--- src/rtl/rpsc_pkg.sv ---
// rpsc_pkg: shared types and enable-order constants for the RPSC sequencer
package rpsc_pkg;
  typedef enum logic [3:0] {
    IDLE  = 4'd0,
    UP_CA = 4'd1,
    UP_G1 = 4'd2,
    UP_G2 = 4'd3,
    UP_AN = 4'd4,
    UP_DR = 4'd5,
    RUN   = 4'd6,
    DOWN  = 4'd7,
    FAULT = 4'd8
  } seq_state_t;

  typedef enum logic [1:0] {
    FC_NONE  = 2'd0,
    FC_EMERG = 2'd1,
    FC_OVC   = 2'd2,
    FC_MISM  = 2'd3
  } fault_code_t;

  // Bit positions in the enable vector; UP_x encodes as EN_x + 1 so the
  // state value leaving UP_x is the index of the next enable to set.
  localparam int EN_CA = 0;
  localparam int EN_G1 = 1;
  localparam int EN_G2 = 2;
  localparam int EN_AN = 3;
  localparam int EN_DR = 4;
  localparam int EN_RF = 5;
endpackage

--- src/rtl/rpsc_tune_delay.sv ---
// rpsc_tune_delay: saturating qualifier that drops not_tune_ok once tune-OK is stable
module rpsc_tune_delay #(
  parameter int TUNE_DELAY = 5000,
  parameter int CNT_W      = 16
) (
  input  logic clk,
  input  logic reset_n,
  input  logic i_tune_ok,
  output logic o_not_tune_ok_delayed
);
  logic [CNT_W-1:0] cnt_q, cnt_d;
  logic             out_q, out_d;
  logic             full;

  // Count consecutive tune-OK cycles; output falls the edge after saturation
  always_comb begin
    full  = cnt_q == CNT_W'(TUNE_DELAY);
    cnt_d = !i_tune_ok ? '0 : full ? cnt_q : cnt_q + 1'b1;
    out_d = !(i_tune_ok && full);
  end

  // Register counter and output with synchronous active-low reset
  always_ff @(posedge clk) begin
    if (!reset_n) begin
      cnt_q <= '0;
      out_q <= 1'b1;
    end else begin
      cnt_q <= cnt_d;
      out_q <= out_d;
    end
  end

  assign o_not_tune_ok_delayed = out_q;
endmodule

--- src/rtl/rpsc_seq_ctrl.sv ---
// rpsc_seq_ctrl: timed PS/RF enable sequencer with latched interlock trips
module rpsc_seq_ctrl
  import rpsc_pkg::*;
#(
  parameter int STEP_DELAY   = 1000,
  parameter int TUNE_DELAY   = 5000,
  parameter int ALARM_SETTLE = 16,
  parameter int CNT_W        = 16
) (
  input  logic       clk,
  input  logic       reset_n,
  input  logic       i_start,
  input  logic       i_stop,
  input  logic       i_fault_reset,
  input  logic       i_tune_ok,
  input  logic       i_emergency,
  input  logic       i_i_an_high_n,
  input  logic       i_not_alarm,
  output logic       o_ca_ps_ctrl,
  output logic       o_g1_ps_ctrl,
  output logic       o_g2_ps_ctrl,
  output logic       o_anode_ps_ctrl,
  output logic       o_dr_amp_ctrl,
  output logic       o_rf_permit_ctrl,
  output logic       o_not_tune_ok_delayed,
  output logic       o_running,
  output logic       o_fault,
  output logic [1:0] o_fault_code,
  output logic [3:0] o_state
);
  seq_state_t       state_q, state_d;
  fault_code_t      code_q, code_d;
  logic [5:0]       en_q, en_d;
  logic [CNT_W-1:0] cnt_q, cnt_d;
  logic             running_q, running_d, fault_q, fault_d;
  logic             step_done, settled, active, up, trip_em, trip_oc, trip_mm, stop_req;

  // Next-state: trips beat stop requests, which beat normal sequencing
  always_comb begin
    step_done = cnt_q == CNT_W'(STEP_DELAY - 1);
    settled   = cnt_q >= CNT_W'(ALARM_SETTLE);
    up        = state_q inside {UP_CA, UP_G1, UP_G2, UP_AN, UP_DR};
    active    = state_q != IDLE && state_q != FAULT;
    trip_em   = active && i_emergency;
    trip_oc   = active && !i_i_an_high_n && en_q[EN_AN];
    trip_mm   = state_q == RUN && settled && !i_not_alarm;
    stop_req  = (up || state_q == RUN) && (i_stop || !i_start);
    state_d   = state_q;
    code_d    = code_q;
    en_d      = en_q;
    cnt_d     = cnt_q;
    if (trip_em || trip_oc || trip_mm) begin
      state_d = FAULT;
      en_d    = '0;
      cnt_d   = '0;
      code_d  = trip_em ? FC_EMERG : trip_oc ? FC_OVC : FC_MISM;
    end else if (stop_req) begin
      state_d      = DOWN;
      en_d[EN_RF]  = 1'b0;
      cnt_d        = '0;
    end else begin
      case (state_q)
        IDLE: if (i_start && !i_stop) begin
          state_d     = UP_CA;
          en_d[EN_CA] = 1'b1;
          cnt_d       = '0;
        end
        UP_CA, UP_G1, UP_G2, UP_AN, UP_DR: if (step_done) begin
          state_d = seq_state_t'(state_q + 4'd1);
          en_d    = en_q | (6'd1 << state_q);
          cnt_d   = '0;
        end else cnt_d = cnt_q + 1'b1;
        RUN: cnt_d = settled ? cnt_q : cnt_q + 1'b1;
        DOWN: if (step_done) begin
          en_d    = en_q >> 1;
          state_d = en_q[5:1] == '0 ? IDLE : DOWN;
          cnt_d   = '0;
        end else cnt_d = cnt_q + 1'b1;
        FAULT: if (i_fault_reset && !i_start && !i_emergency) begin
          state_d = IDLE;
          code_d  = FC_NONE;
        end
        default: begin
          state_d = IDLE;
          en_d    = '0;
          cnt_d   = '0;
        end
      endcase
    end
    running_d = state_d == RUN;
    fault_d   = state_d == FAULT;
  end

  // Sequencer state and registered outputs, synchronous active-low reset
  always_ff @(posedge clk) begin
    if (!reset_n) begin
      state_q   <= IDLE;
      code_q    <= FC_NONE;
      en_q      <= '0;
      cnt_q     <= '0;
      running_q <= 1'b0;
      fault_q   <= 1'b0;
    end else begin
      state_q   <= state_d;
      code_q    <= code_d;
      en_q      <= en_d;
      cnt_q     <= cnt_d;
      running_q <= running_d;
      fault_q   <= fault_d;
    end
  end

  rpsc_tune_delay #(.TUNE_DELAY(TUNE_DELAY), .CNT_W(CNT_W)) u_tune (
    .clk                   (clk),
    .reset_n               (reset_n),
    .i_tune_ok             (i_tune_ok),
    .o_not_tune_ok_delayed (o_not_tune_ok_delayed)
  );

  assign o_ca_ps_ctrl     = en_q[EN_CA];
  assign o_g1_ps_ctrl     = en_q[EN_G1];
  assign o_g2_ps_ctrl     = en_q[EN_G2];
  assign o_anode_ps_ctrl  = en_q[EN_AN];
  assign o_dr_amp_ctrl    = en_q[EN_DR];
  assign o_rf_permit_ctrl = en_q[EN_RF];
  assign o_running        = running_q;
  assign o_fault          = fault_q;
  assign o_fault_code     = code_q;
  assign o_state          = state_q;
endmodule

--- config.mk ---
export PLATFORM = sky130hd
export DESIGN_NAME = rpsc_seq_ctrl
export DESIGN_NICKNAME = d
export VERILOG_FILES = /design/src/rtl/rpsc_pkg.sv /design/src/rtl/rpsc_tune_delay.sv /design/src/rtl/rpsc_seq_ctrl.sv
export SDC_FILE = /design/constraint.sdc
export NUM_CORES = 1
export LEC_CHECK = 0
export ABC_AREA = 1
export ABC_CLOCK_PERIOD_IN_PS = 1820
export CORE_ASPECT_RATIO = 0.75
export CORE_UTILIZATION = 40
export CTS_BUF_LIST = sky130_fd_sc_hd__clkbuf_4 sky130_fd_sc_hd__clkbuf_8
export CTS_CLUSTER_DIAMETER = 50
export CTS_CLUSTER_SIZE = 30
export DETAILED_ROUTE_END_ITERATION = 16
export HOLD_SLACK_MARGIN = 0.08
export PLACE_DENSITY_LB_ADDON = 0.05
export SKIP_CTS_REPAIR_TIMING = 1
export SLEW_MARGIN = 10
export SYNTH_ARGS = -nofsm -noshare
export SYNTH_HDL_FRONTEND = slang
export SYNTH_SLANG_ARGS = --single-unit
export TNS_END_PERCENT = 50
--- constraint.sdc ---
create_clock -name clk -period 1.82 [get_ports clk]
set_input_delay 0.364 -clock clk [delete_from_list [all_inputs] [get_ports clk]]
set_output_delay 0.364 -clock clk [all_outputs]
set_load 0.005 [all_outputs]
# ---- Word level (Yosys, flattened, before mapping)
# Index checks and enable logic that the tools add are counted.
# Widths: inputs -> output; s select.
dict set report op_classes {
  n_addsub 3
  multipliers 0
  div 0
  n_lt_le_gt_ge 1
  eq_ne 18
  n_shift 1
  n_mux 23
  bitwise 6
  reduce_logical 39
}
# op count
set ops {}
lappend ops {{$pmux 16 s4} 1}
lappend ops {{$mux 16} 3}
lappend ops {{$add 16x1->16 const B} 2}
lappend ops {{$mux 4} 6}
lappend ops {{$eq 4x3->1 const B} 5}
lappend ops {{$pmux 4 s5} 1}
lappend ops {{$eq 16x10->1 const B} 1}
lappend ops {{$eq 16x13->1 const B} 1}
lappend ops {{$ge 16x5->1 const B} 1}
lappend ops {{$pmux 5 s3} 1}
lappend ops {{$mux 6} 2}
lappend ops {{$logic_and 1x1->1} 11}
lappend ops {{$mux 2} 5}
lappend ops {{$reduce_and 3->1} 3}
lappend ops {{$eq 4x2->1 const B} 2}
lappend ops {{$eq 4x4->1 const B} 2}
lappend ops {{$ne 2x2->1 const B} 4}
lappend ops {{$logic_not 1->1} 6}
lappend ops {{$or 6x6->6} 1}
lappend ops {{$reduce_or 3->1} 2}
lappend ops {{$reduce_or 6->1} 1}
lappend ops {{$shl 1x4->6 const A} 1}
lappend ops {{$logic_not 5->1} 1}
lappend ops {{$not 1->1} 5}
lappend ops {{17 further kinds} 23}
dict set report word_totals {
  register_bits 47
  latchBits 0
  ramBits 0
  romBits 0
  inputBits 9
  out_inout_bits 15
  elab_cells 101
  n_memories 0
}

# ---- Logic depth before layout (Yosys ltp)
dict set report depth {
  depth_word 8
  mapped_depth 12
  depth_no_buf 12
}

# ---- By module
# A second synthesis with hierarchy kept.
dict set report unflattened {
  cells_unflattened 476
  hier_area_um2 3115.5
}
# mod instances cells_per_inst area_each_um2 seq_area_each_um2
set modules_own_cells {}
lappend modules_own_cells {rpsc_seq_ctrl 1 308 2093.3 600.6}
lappend modules_own_cells {rpsc_tune_delay 1 168 1022.2 340.3}

# ---- Worst setup path before layout
# Ideal clock, no wire load.
dict set report synth_timing {
  kind {register to register}
  start {register state_q[0], in the netlist o_state[0]}
  end {register cnt_q[2]}
  setup_time_ps 109
  arrival_time_ps 1816
  required_ps 1711
  path_slack_ps -106
  path_stages_with_launch 12
  n_path_buf 0
  synth_period_minus_slack_ps 1926
  cell_sequence {dfxtp_1 > inv_1 > ha_1 > nand2_2 > nor2_1 > nor2_4 > a21boi_4 > nand2_2 > nand3_4 > inv_2 > nand3_1 > inv_2}
}
dict set report synth_between {
  elab_chain_len 7
  elab_cells_between_ends 29
  classes_between {11 x eq/ne; 1 x mux; 1 x bitwise; 16 x reduce/logical}
}
# item line
set synth_rtl {}
lappend synth_rtl {{start: declaration} rpsc_seq_ctrl.sv:31} ;# seq_state_t state_q, state_d;
lappend synth_rtl {{start signal: assignment} rpsc_seq_ctrl.sv:104} ;# state_q <= state_d;
lappend synth_rtl {{$ne 4x4->1 / $reduce_bool 4->1 (equally long branches)} rpsc_seq_ctrl.sv:43} ;# active = state_q != IDLE && state_q != FAULT;
lappend synth_rtl {{$logic_and 1x1->1} rpsc_seq_ctrl.sv:43}
lappend synth_rtl {{$logic_and 1x1->1 (2 in a row)} rpsc_seq_ctrl.sv:45} ;# trip_oc = active && !i_i_an_high_n && en_q[EN_AN];
lappend synth_rtl {{$logic_or 1x1->1 (2 in a row)} rpsc_seq_ctrl.sv:52} ;# if (trip_em || trip_oc || trip_mm) begin
lappend synth_rtl {{$reduce_or 3->1 (no line)} n/a}
lappend synth_rtl {{end signal: assignment} rpsc_seq_ctrl.sv:107} ;# cnt_q <= cnt_d;
lappend synth_rtl {{end: declaration} rpsc_seq_ctrl.sv:34} ;# logic [CNT_W-1:0] cnt_q, cnt_d;
# Several ways; a longest one is shown, not always the timed one.
# A chain may end at the register's enable or synchronous reset.

# ---- Final worst setup path
dict set report layout_timing {
  start {register state_q[0], in the netlist o_state[0]}
  end {register cnt_q[15]}
}
# The elaborated chain is that of the path after synthesis.

==> results.md <==
| Group | Result | This run |
|---|---|---|
| layout | Final instance area | 3860 um2 |
| critical path | Crit Reg-Reg Startpoint | o_state[0] |
| routing | Number of DRC markers after the initial detailed-route iteration | 172 |
| routing | Detail-routed net length per standard cell | 12.7 um |
| grt | GRT Residual Overflow | 0 |
| sta | Final hold violation count | 0 |
| layout | Fraction of layout cells with a size suffix above 1 | 0.273 |
| sta | Relative slew margins | 0.781 |
| floorplan | Number of top-level pins | 24 |
| critical path | Worst setup path start | o_state[0] |
| floorplan | Area of the core region | 6800 um2 |
| clock tree | Bufs on Longest Clock Path | 2 |
| logic synthesis | Post-synth cell types | 38 |
| routing | Detailed-route via count | 2864 |
| sta | Period utilisation layout | 0.990 |
| clock tree | Clock latency at the later pin of the worst-skew pair | 0.30 ns |
| logic synthesis | Share of flip-flops with an asynchronous set or reset after synthesis | 0 |
| logic synthesis | Area share of xor/xnor cells in the synthesized design | 0.0281 |
| logic synthesis | Synth cell count leaders | nand2_1, inv_1, nor2_1 |
| placed design | HPWL after DPL | 5840 um |
| min path | Class of the worst hold path | reg -> reg |
| clock tree | TritonCTS clock tree | done |
| logic synthesis | Dominant cell type by area after synthesis | dfxtp_1 |
| clock tree | CTS clk-pin slew, worst paths | 0.09 ns |
| placed design | PortBufs | 23 |
| layout | Number of diodes added for antenna fixing | 0 |
| pwr | Power density relative to cell area | 1280 nW/um2 |
| grt | Wire length of the first global-routing pass | 11800 um |
| sta | Least-Margin Pin Slew | 0.326 ns |
| logic synthesis | Count of yosys warnings during synthesis | 0 |
| sta | Max-slew violations | 0 |
| sta | RSZ-0062 raised after global routing | yes |
| logic synthesis | Synth top area share | 0.335 |
| logic synthesis | Mapped Area | 2810 um2 |
| layout | Non-filler cells in the finished layout | 589 |
| logic synthesis | Cell count after synthesis | 416 |
| logic synthesis | Ys flop type | dfxtp_1 |
| clock tree | Cell at the root of the clock tree | clkbuf_8 |
| floorplan | Die outline area | 7360 um2 |
| critical path | Slack of the worst reg-to-reg path | 0.02 ns |
| critical path | Crit path DAT | 2.00 ns |
| logic synthesis | Flip-flop and latch count after synthesis | 47 |
| grt | Total routing resource utilization after global routing | 0.206 |
| outcome | Status | complete, no violations |
| critical path | Kind of capture point of the worst setup path | flop |
| sta | Clock skew | 0.0103 ns |
| routing | 1st-pass router iterations | 5 |
| logic synthesis | EDFF count, synth | 0 |
| critical path | Critical Path End | cnt_q[15] |
| floorplan | Die W | 98.7 um |
| logic synthesis | Dominant cell by count in the synthesized netlist | nand2_1 |
| logic synthesis | Simple-gate share of the synthesized area | 0.364 |
| grt | Antenna violations before repair | 0 |
| placed design | Number of cells in the design after placement | 574 |
| layout | Relative area change from synthesis to final layout | 37.4% |
| sta | Final critical path time including I/O delays and setup | 1.80 ns |
| routing | Residual DRC | 0 |
| logic synthesis | Compound-gate portion of the synthesized area | 0.133 |
| clock tree | H-Tree Level Count | 2 |
| layout | Number of fillers in the final layout | 668 |
| floorplan | Starting density of the core | 0.413 |
| clock tree | CTS buffer count | 5 |
| sta | Highest clock frequency the design can meet | 555 MHz |
| critical path | Critical path peak fanout | 7 |
| clock tree | Clk sinks | 47 |
| placed design | Placement-stage cell area | 3530 um2 |
| logic synthesis | Sequential cell area fraction in the yosys report | 0.335 |
| floorplan | Placement row count | 26 |
| logic synthesis | Main combinational cell family by area after synthesis | simple AND/OR/NAND/NOR gates |
| critical path | Launching element type of the critical path | flop |
| placed design | Routability-driven placement congestion ratio | 0.815 |
| routing | Residual antenna-violating net count after detailed routing | 0 |
| grt | Vias in the first global route | 2530 |
| pwr | Total power | 0.00492 W |
| critical path | Cell count of the worst reg-to-reg path | 12 |
| flow run | Max capacitance violation total | 0 |
| critical path | Critical path data required time | 2.02 ns |
| floorplan | Die H | 74.5 um |
| sta | Finish-stage setup viols | 0 |
| pwr | Max rail drop VDD | 0.516 mV |
| logic synthesis | Cell types occupying the most area after synthesis | dfxtp_1, nand2_1, inv_1, nor2_1, nand3_1 |
| grt | Largest net degree at the start of global routing | 15 |
| routing | Post-DR vias/cell | 4.86 |
| critical path | End of the worst register-to-register path | cnt_q[15] |
| routing | Detailed-route wire length | 7470 um |
| critical path | Critical path type | reg -> reg |
| pwr | Leakage Power | 1.68 nW |
| logic synthesis | Mapped Avg Cell Area | 6.75 um2 |
| logic synthesis | Fraction of synthesized area in multiplexers | 0 |
| logic synthesis | Post-synthesis adder-cell area fraction | 0.0401 |
| logic synthesis | Synth Net Count | 434 |
| layout | Nets@finish | 522 |
| sta | Hold slack final | 0.470 ns |
[report_power, final]
| part | internal (W) | switching, W | total [W] | leakage [nW] |
|---|---|---|---|---|
| Sequential | 0.00117 | 0.000131 | 0.00130 | 0.385 |
| Clock | 0.000346 | 0.000367 | 0.000713 | 0.0505 |
| Combinational | 0.00135 | 0.00156 | 0.00291 | 1.24 |
[worst min-delay path by stage]
stage                     slack (ns)  depth (start not counted)              end       startpoint
final                           0.47                          2  o_fault_code[0]  o_fault_code[0]
after global routing            0.52                          2  o_fault_code[0]  o_fault_code[0]
after CTS                       0.47                          2  o_fault_code[0]  o_fault_code[0]
after detailed placement        0.46                          2  o_fault_code[0]  o_fault_code[0]
after global placement          0.45                          2  o_fault_code[0]  o_fault_code[0]
after floorplan                 0.44                          2  u_tune.cnt_q[4]  u_tune.cnt_q[4]
[per-stage QoR]
step / setup WS, ns / util / setup TNS [ns]
floorplan: 0.0259 / - / 0
global placement: -0.234 / 0.519 / -3.30
detailed placement: -0.254 / 0.519 / -3.48
CTS: -0.0818 / 0.534 / -0.513
global route: -0.0765 / 0.567 / -0.785
finish: 0.0177 / 0.567 / 0
[placed cells by master (no fill, tap or decap), drive strengths merged]
cell	instances
nand2	90
inv	74
buf	58
nor2	54
dfxtp	47
nand3	35
a21oi	29
o21ai	24
clkdlybuf4s50	22
nor3	18
ha	9
clkbuf	7
xor2	6
nand4	6
nand3b	5
o22ai	4
xnor2	3
a21boi	3
o21a	2
a31oi	2
or2	2
nor4	1
a211oi	1
o211ai	1
clkinvlp	1
dlymetal6s2s	1
[final cells by class]
cell class / instances / area, um2 / share of cell area
Tap cell: 84 / 105 / 0.0273
Multi-Input combinational cell: 295 / 1720 / 0.447
Timing Repair Buffer: 81 / 676 / 0.175
Clock buffer: 7 / 96.3 / 0.0250
Clock inverter: 1 / 7.51 / 0.00195
Inverter: 74 / 288 / 0.0746
Sequential cell: 47 / 960 / 0.249
[flip-flops by register name, summed over array words and instances (netlist names)]
| name | flops |
|---|---|
| o_fault | 1 |
| cnt_q | 16 |
| o_running | 1 |
| en_q | 6 |
| u_tune.o_not_tune_ok_delayed | 1 |
| o_fault_code | 2 |
| o_state | 4 |
| u_tune.cnt_q | 16 |
[cells by family (layout without fill, tap and decap cells)]
kind of cell	count (synthesis)	in the layout
XOR/XNOR	9	9
flip-flops	47	47
AND/OR/NAND/NOR	211	211
adder cells (fa/ha/maj)	9	9
buffers and inverters	74	163
AO/OA/AOI/OAI	66	66
[routing by layer]
layer,share of wire,track usage
met4,0.0099,0.0448
met1,0.53,0.290
met5,0,0
met3,0.029,0.0395
met2,0.43,0.332
[critical path: stages (launching register included)]
cell and delay [ns]:
dfxtp_4 0.39, inv_4 0.05, ha_4 0.16, nand2_2 0.07
nor2_2 0.04, nor2_2 0.16, nand3_2 0.12, o21ai_2 0.18
buf_4 0.14, nand2_2 0.07, nand3_4 0.15, buf_4 0.14
nor2_1 0.04
Note: power is estimated with default switching activity, not from simulation.
